--- src/rtl/uart_reg_cmd_ctrl.sv ---
// Purpose : parses SYNC/ADDR/DATA/CHK write frames from a uart byte stream and commits
//           DATA into one of NREGS output registers; aborts and counts bad or stalled frames.
// Latency : CHK byte accepted at edge N -> register and wr_strobe update at edge N+1.
// Backpr. : none; every rx_valid byte is consumed in the cycle it arrives.
//
// Ports:
//   clk, resetn          clock and asynchronous active-low reset
//   rx_valid/rx_data     one-cycle byte strobe and byte from the uart receiver
//   rx_break             uart BREAK indication (level or pulse)
//   regs                 register bank, reg[i] = regs[i*WORDSZ +: WORDSZ]
//   wr_strobe            one-cycle pulse per commit
//   wr_addr              address of the last commit (held)
//   err_cnt              saturating count of aborted frames
//   state                FSM state code for debug/LEDs
module uart_reg_cmd_ctrl #(
    parameter int                WORDSZ      = 8,
    parameter int                NREGS       = 4,
    parameter logic [WORDSZ-1:0] SYNC        = 8'hA5,
    parameter int                TIMEOUT_CYC = 1_000_000
) (
    input  logic                    clk,
    input  logic                    resetn,
    input  logic                    rx_valid,
    input  logic [WORDSZ-1:0]       rx_data,
    input  logic                    rx_break,
    output logic [NREGS*WORDSZ-1:0] regs,
    output logic                    wr_strobe,
    output logic [WORDSZ-1:0]       wr_addr,
    output logic [7:0]              err_cnt,
    output logic [3:0]              state
);

    localparam int                TW      = $clog2(TIMEOUT_CYC + 1);
    localparam logic [TW-1:0]     TMAX    = TW'(TIMEOUT_CYC - 1);
    // One bit wider than an address so NREGS == 2**WORDSZ is representable.
    localparam logic [WORDSZ:0]   NREGS_W = (WORDSZ + 1)'(NREGS);

    typedef enum logic [3:0] {
        S_IDLE     = 4'd0,
        S_GET_ADDR = 4'd1,
        S_GET_DATA = 4'd2,
        S_GET_CHK  = 4'd3,
        S_COMMIT   = 4'd4
    } state_e;

    state_e                    state_q, state_d;
    logic [WORDSZ-1:0]         addr_q, addr_d;
    logic [WORDSZ-1:0]         data_q, data_d;
    logic [TW-1:0]             timer_q, timer_d;
    logic [NREGS*WORDSZ-1:0]   regs_q, regs_d;
    logic                      wr_strobe_q;
    logic [WORDSZ-1:0]         wr_addr_q, wr_addr_d;
    logic [7:0]                err_cnt_q, err_cnt_d;

    logic in_get;
    logic timed_out;
    logic chk_ok;
    logic addr_ok;
    logic err;

    always_comb begin
        state_d   = state_q;
        addr_d    = addr_q;
        data_d    = data_q;
        err       = 1'b0;
        in_get    = (state_q == S_GET_ADDR) || (state_q == S_GET_DATA) ||
                    (state_q == S_GET_CHK);
        timed_out = in_get && (timer_q == TMAX);
        chk_ok    = (rx_data == (SYNC ^ addr_q ^ data_q));
        addr_ok   = ({1'b0, addr_q} < NREGS_W);

        // Break beats timeout beats a byte arriving in the same cycle.
        if (in_get && (rx_break || timed_out)) begin
            err     = 1'b1;
            state_d = S_IDLE;
        end else begin
            case (state_q)
                // COMMIT lasts one cycle and behaves like IDLE towards the byte stream,
                // so a SYNC arriving right after a CHK byte is not lost.
                S_IDLE, S_COMMIT: begin
                    if (rx_valid && !rx_break && (rx_data == SYNC)) begin
                        state_d = S_GET_ADDR;
                    end else begin
                        state_d = S_IDLE;
                    end
                end
                S_GET_ADDR: begin
                    if (rx_valid) begin
                        addr_d  = rx_data;
                        state_d = S_GET_DATA;
                    end
                end
                S_GET_DATA: begin
                    if (rx_valid) begin
                        data_d  = rx_data;
                        state_d = S_GET_CHK;
                    end
                end
                S_GET_CHK: begin
                    if (rx_valid) begin
                        if (chk_ok && addr_ok) begin
                            state_d = S_COMMIT;
                        end else begin
                            err     = 1'b1;
                            state_d = S_IDLE;
                        end
                    end
                end
                default: state_d = S_IDLE;
            endcase
        end

        // Timer only runs while waiting inside a frame; any byte restarts it.
        if (in_get && !rx_valid && (state_d != S_IDLE)) begin
            timer_d = timer_q + 1'b1;
        end else begin
            timer_d = '0;
        end
    end

    always_comb begin
        regs_d    = regs_q;
        wr_addr_d = wr_addr_q;
        if (state_q == S_COMMIT) begin
            wr_addr_d = addr_q;
            for (int i = 0; i < NREGS; i++) begin
                if ({1'b0, addr_q} == (WORDSZ + 1)'(i)) begin
                    regs_d[i*WORDSZ +: WORDSZ] = data_q;
                end
            end
        end
        err_cnt_d = err_cnt_q;
        if (err && (err_cnt_q != 8'hFF)) begin
            err_cnt_d = err_cnt_q + 8'd1;
        end
    end

    always_ff @(posedge clk or negedge resetn) begin
        if (!resetn) begin
            state_q     <= S_IDLE;
            addr_q      <= '0;
            data_q      <= '0;
            timer_q     <= '0;
            regs_q      <= '0;
            wr_strobe_q <= 1'b0;
            wr_addr_q   <= '0;
            err_cnt_q   <= '0;
        end else begin
            state_q     <= state_d;
            addr_q      <= addr_d;
            data_q      <= data_d;
            timer_q     <= timer_d;
            regs_q      <= regs_d;
            wr_strobe_q <= (state_q == S_COMMIT);
            wr_addr_q   <= wr_addr_d;
            err_cnt_q   <= err_cnt_d;
        end
    end

    assign regs      = regs_q;
    assign wr_strobe = wr_strobe_q;
    assign wr_addr   = wr_addr_q;
    assign err_cnt   = err_cnt_q;
    assign state     = state_q;

endmodule

--- config.mk ---
export PLATFORM = sky130hd
export DESIGN_NAME = uart_reg_cmd_ctrl
export DESIGN_NICKNAME = d
export VERILOG_FILES = /design/src/rtl/uart_reg_cmd_ctrl.sv
export SDC_FILE = /design/constraint.sdc
export NUM_CORES = 1
export LEC_CHECK = 0
export BUFFER_PORTS_ARGS = -buffer_cell sky130_fd_sc_hd__buf_4
export CAP_MARGIN = 20
export CORE_MARGIN = 2
export CORE_UTILIZATION = 60
export CTS_BUF_LIST = sky130_fd_sc_hd__clkbuf_4 sky130_fd_sc_hd__clkbuf_8
export DETAILED_ROUTE_END_ITERATION = 10
export PLACE_DENSITY_LB_ADDON = 0.1
export SYNTH_ARGS = -nofsm -noshare
export SYNTH_HDL_FRONTEND = slang
export SYNTH_SLANG_ARGS = --single-unit
--- constraint.sdc ---
create_clock -name clk -period 5.9 [get_ports clk]
set_input_delay 0.59 -clock clk [delete_from_list [all_inputs] [get_ports clk]]
set_output_delay 0.59 -clock clk [all_outputs]
set_load 0.005 [all_outputs]
== Word-level counts from Yosys, hierarchy flattened ==
Index checks and enable logic that the tools add are counted.
Word-level totals
  flip-flop bits (word level): 89
  input bits: 12
  output and inout bits: 53
  logic and storage cells: 63
Cells by class
  add/subtract/negate cells: 2
  order comparisons: 1
  equality and inequality tests: 11
  multiplexer cells: 12
  bitwise operators: 3
  reduce and logical (&&, ||, !) cells: 23
Operators with widths (number)
  adder 20 x 1 -> 20 bit, second input constant: 1
  equality test 20 bit, second input constant: 1
  two-way mux 20 bit: 1
  equality test 8 x 2 -> 1 bit, second input constant: 2
  two-way mux 4 bit: 4
  one-hot mux 4 bit (4 select lines): 1
  adder 8 x 1 -> 8 bit, second input constant: 1
  equality test 4 x 2 -> 1 bit, second input constant: 2
  equality test 8 x 1 -> 1 bit, second input constant: 1
  equality test 8 bit: 1
  equality test 8 bit, second input constant: 1
  logical AND 1 bit: 8
  logical NOT 8 bit: 1
  < comparator 8 x 3 -> 1 bit, second input constant: 1
  != test 8 bit, second input constant: 1
  AND reduction 2 bit: 4
  XOR 8 bit: 1
  AND reduction 3 bit: 2
  two-way mux 1 bit: 5
  equality test 4 x 1 -> 1 bit, second input constant: 1
  equality test 4 x 3 -> 1 bit, second input constant: 1
  logical NOT 4 bit: 1
  NOT 4 bit: 1
  nonzero test 4 bit: 1
  5 further kinds: 8

== Logic depth before layout (Yosys ltp) ==
  word-level depth: 11
  depth in mapped cells: 7
  depth with buffers taken out: 7

== Least setup slack after synthesis ==
Ideal clock, no wire load.
  path type: in2reg
  from: input port rx_data[0]
  to: register err_cnt_q[7], in the netlist err_cnt[7]
  library setup time: 0.128 ns
  arrival: 1.995 ns
  required time: 5.772 ns
  path slack: 3.777 ns
  cell stages on the path: 6
  buffers on the path: 0
  cells stage by stage: xor3_1 nand4_1 nor4_2 o22a_4 nor4b_4 mux2_1
On the way
  word-level cells in the longest chain between the ends: 7
Ends and longest elaborated chain
  start: declaration: line 24  | input logic [WORDSZ-1:0] rx_data,
  equality test 8 bit: line 69  | chk_ok = (rx_data == (SYNC ^ addr_q ^ data_q));
  logical AND 1 bit: line 101  | if (chk_ok && addr_ok) begin
  two-way mux 1 bit: line 101
  two-way mux 1 bit: line 100  | if (rx_valid) begin
  two-way mux 1 bit: line 77  | case (state_q)
  two-way mux 1 bit: line 73  | if (in_get && (rx_break || timed_out)) begin
  logical AND 1 bit: line 133  | if (err && (err_cnt_q != 8'hFF)) begin
  end signal: assignment: line 156  | err_cnt_q <= err_cnt_d;
  end: declaration: line 53  | logic [7:0] err_cnt_q, err_cnt_d;
Every way passes these cells.
A chain may end at the register's enable or synchronous reset.

== Worst setup path in the final report ==
  from: register state_q[0], in the netlist state[0]
  to: register regs_q[18], in the netlist regs[18]
On the way
  word-level cells in the longest chain between the ends: 2
Ends and longest elaborated chain
  start: declaration: line 46  | state_e state_q, state_d;
  start signal: assignment: line 149  | state_q <= state_d;
  equality test 4 x 3 -> 1 bit: line 124  | if (state_q == S_COMMIT) begin
  AND reduction 2 bit (no line)
  end signal: assignment: line 153  | regs_q <= regs_d;
  end: declaration: line 50  | logic [NREGS*WORDSZ-1:0] regs_q, regs_d;
Every way passes these cells.

==> impl_metrics.json <==
{
  "place_ws_ps": 3260,
  "first_pass_iters": 4,
  "path_clk_slew_ps": 90,
  "yosysSeqAreaShare": 0.559,
  "syn_area_mm2": 0.00398,
  "cts-root-buf": "clkbuf_8",
  "yosys_warnings": 0,
  "nets": 397,
  "cp-end-kind": "register",
  "syn2layout_area_growth_pct": 19.5,
  "rsz0062_at_grt": "false",
  "synth_fp_nets": 326,
  "critPathLaunchType": "register",
  "swShare": 0.224,
  "routed_wl_mm": 7.84,
  "cts_hold_buf": 0,
  "synth_cell_type_count": 42,
  "vias_per_cell": 5.66,
  "post_cts_resized": 0,
  "cts_buffers": 9,
  "cts_tree": "yes",
  "antenna_found_initial": 0,
  "multi_input_area_mm2": 0.00173,
  "coreArea_mm2": 0.00639,
  "power_density_mw_per_mm2": 224,
  "timing.fmax_ghz": 0.376,
  "drive_above_1_share": 0.361,
  "grt_pass1_wl_mm": 12.9,
  "setup_viol_count_final": 0,
  "std_cell_rows": 29,
  "cts.htree.levels": 3,
  "remaining_drc_errors": 0,
  "final_common_cell": "dfrtp_1",
  "fin_setup_tns_ps": 0,
  "path_max_fanout": 11,
  "start_util": 0.624,
  "port_buffers": 64,
  "drv_slew": 0,
  "numClockSinks": 89,
  "first_iter_violations": 104,
  "antenna_cells": 0,
  "dpl-instance-area_mm2": 0.00454,
  "gp_congestion": 0.799,
  "maxCapViolations": 0,
  "worstMarginPinSlew_ps": 675,
  "power_frac_clock": 0.399,
  "regArea_mm2": 0.00223,
  "cts_setup_buffers": 0,
  "fp.dieH_um": 85.5,
  "required_ps": 6150,
  "synth-edff-count": 0,
  "max-vdd-ir-drop_uv": 158,
  "grt_usage": 0.232,
  "fin_ws_ps": 3240,
  "holdWs_ps": 195,
  "syn_avg_cell_area_um2": 12.8,
  "clk_path_buf_depth": 2,
  "p_int_uw": 829,
  "worst_skew_pair.late_latency_ps": 360,
  "hpwl_mm": 5.50,
  "n_fill_cell": 463,
  "first_global_vias": 2602,
  "path_class": "register to register",
  "via_count": 2633,
  "dpl.cell_count": 448,
  "dieArea_mm2": 0.00731,
  "wire_per_inst_um": 16.8,
  "power.switching_uw": 239,
  "hold_path_class": "primary input to async pin",
  "hold_viol": 0,
  "ys_ff_latch": 89,
  "status": "complete, no violations",
  "io_pins": 65,
  "fin_cells": 465,
  "synthFlopType": "dfrtp_1",
  "relSlewSlack": 0.546,
  "postRouteAntennaNets": 0,
  "power_frac_seq": 0.572,
  "grt-ovfl-total": 0,
  "fin_worst_skew_ps": 10.3,
  "most-common-layout-cells": "dfrtp_1 (89), buf_4 (64), nand2_1 (40), mux2_2 (40), nor2_1 (30)",
  "final_area_mm2": 0.00476,
  "grt_max_degree": 90,
  "async_flop_share": 1.00,
  "cellLeakagePower_uw": 0.00243,
  "p_comb_frac": 0.029,
  "synthCells": 312,
  "fin_crit_sh": 0.451,
  "arrival_ps": 2910,
  "period_minus_slack_ps": 2660,
  "die_w_um": 85.5
}
==> critical path, stage by stage (launching register included) <==
cell and delay [ps]:
dfrtp_1 460, nor3_1 420, nand2_1 380, inv_2 240, nand2_1 130, nor3_2 510
mux2_2 400
==> flip-flops by register name, summed over array words and instances, names as in the netlist <==
register   count
data_q         8
regs          32
wr_strobe      1
addr_q         8
timer_q       20
state          4
err_cnt        8
wr_addr        8
==> per-stage QoR <==
stage,util,total power [uW]
6_report,0.745,1070
5_1_grt,0.745,1110
4_1_cts,0.742,1070
3_5_place_dp,0.710,653
3_3_place_gp,0.710,653
2_1_floorplan,-,630
==> power groups by stage <==
stage	Combinational (uW)	Sequential, uW	Clock (uW)
after global routing	35.6	611	461
after detailed placement	30.5	623	0
after CTS	30.7	611	433
after global placement	30.3	623	0
after floorplan	7.27	623	0
final	31.4	611	426
==> cell type report <==
cell class,count,share of cell area
Timing Repair Buffer,65,0.105
Clock inverter,6,0.0139
Tap cell,77,0.0202
Inverter,2,0.00158
Clock buffer,10,0.0289
Sequential cell,89,0.468
Multi-Input combinational cell,216,0.362
==> cells in the mapped netlist, types with 3 or more instances <==
master   count  area, um^2
xor2_1      17         149
nand2_1     40         150
and3_1       5        31.3
mux2_4       9         135
xnor3_1      4        90.1
nand3_1     10        50.1
nor3_1       4        20.0
xnor2_1      7        61.3
nand4_1      9        56.3
mux2_1       4        45.0
mux2_2      40         450
o21ai_0      3        15.0
dfrtp_1     89        2230
buf_2        3        15.0
nor2_1      30         113
nor2b_1      4        25.0
==> layer usage <==
layer	part of all wire	up-vias	track usage	routed length (um)
met2	0.51	73	0.374	4000
met3	0.047	11	0.0418	368
li1	-	1223	-	-
met5	0	-	0	0
met4	0.013	0	0.0750	103
met1	0.43	1326	0.323	3360
==> cell families (layout without fill, tap and decap cells) <==
| logic type | after synthesis | count (layout) | share of synthesized area |
|---|---|---|---|
| buf+inv | 7 | 83 | 0.00754 |
| simple gates | 124 | 124 | 0.166 |
| compound gates | 6 | 6 | 0.0145 |
| mux | 53 | 53 | 0.158 |
| xor+xnor | 30 | 30 | 0.0873 |
| other cells | 1 | 1 | 0.000942 |
| fa+ha+maj | 2 | 2 | 0.00628 |
| flops | 89 | 89 | 0.559 |
==> path summary, 6_finish.rpt <==
path / startpoint / endpoint / slack (ps) / cells after the start
hold reg to reg: wr_addr[0] / wr_addr[0] / 480 / 2
setup reg to reg: state[0] / regs[18] / 3240 / 6
min in group clk: wr_addr[0] / wr_addr[0] / 480 / 2
setup / recovery: state[0] / regs[18] / 3240 / 6
max in group asynchronous: resetn / timer_q[4] / 5060 / 2
hold / removal: resetn / wr_addr[2] / 200 / 1
Power figures use the tool's default switching activity.
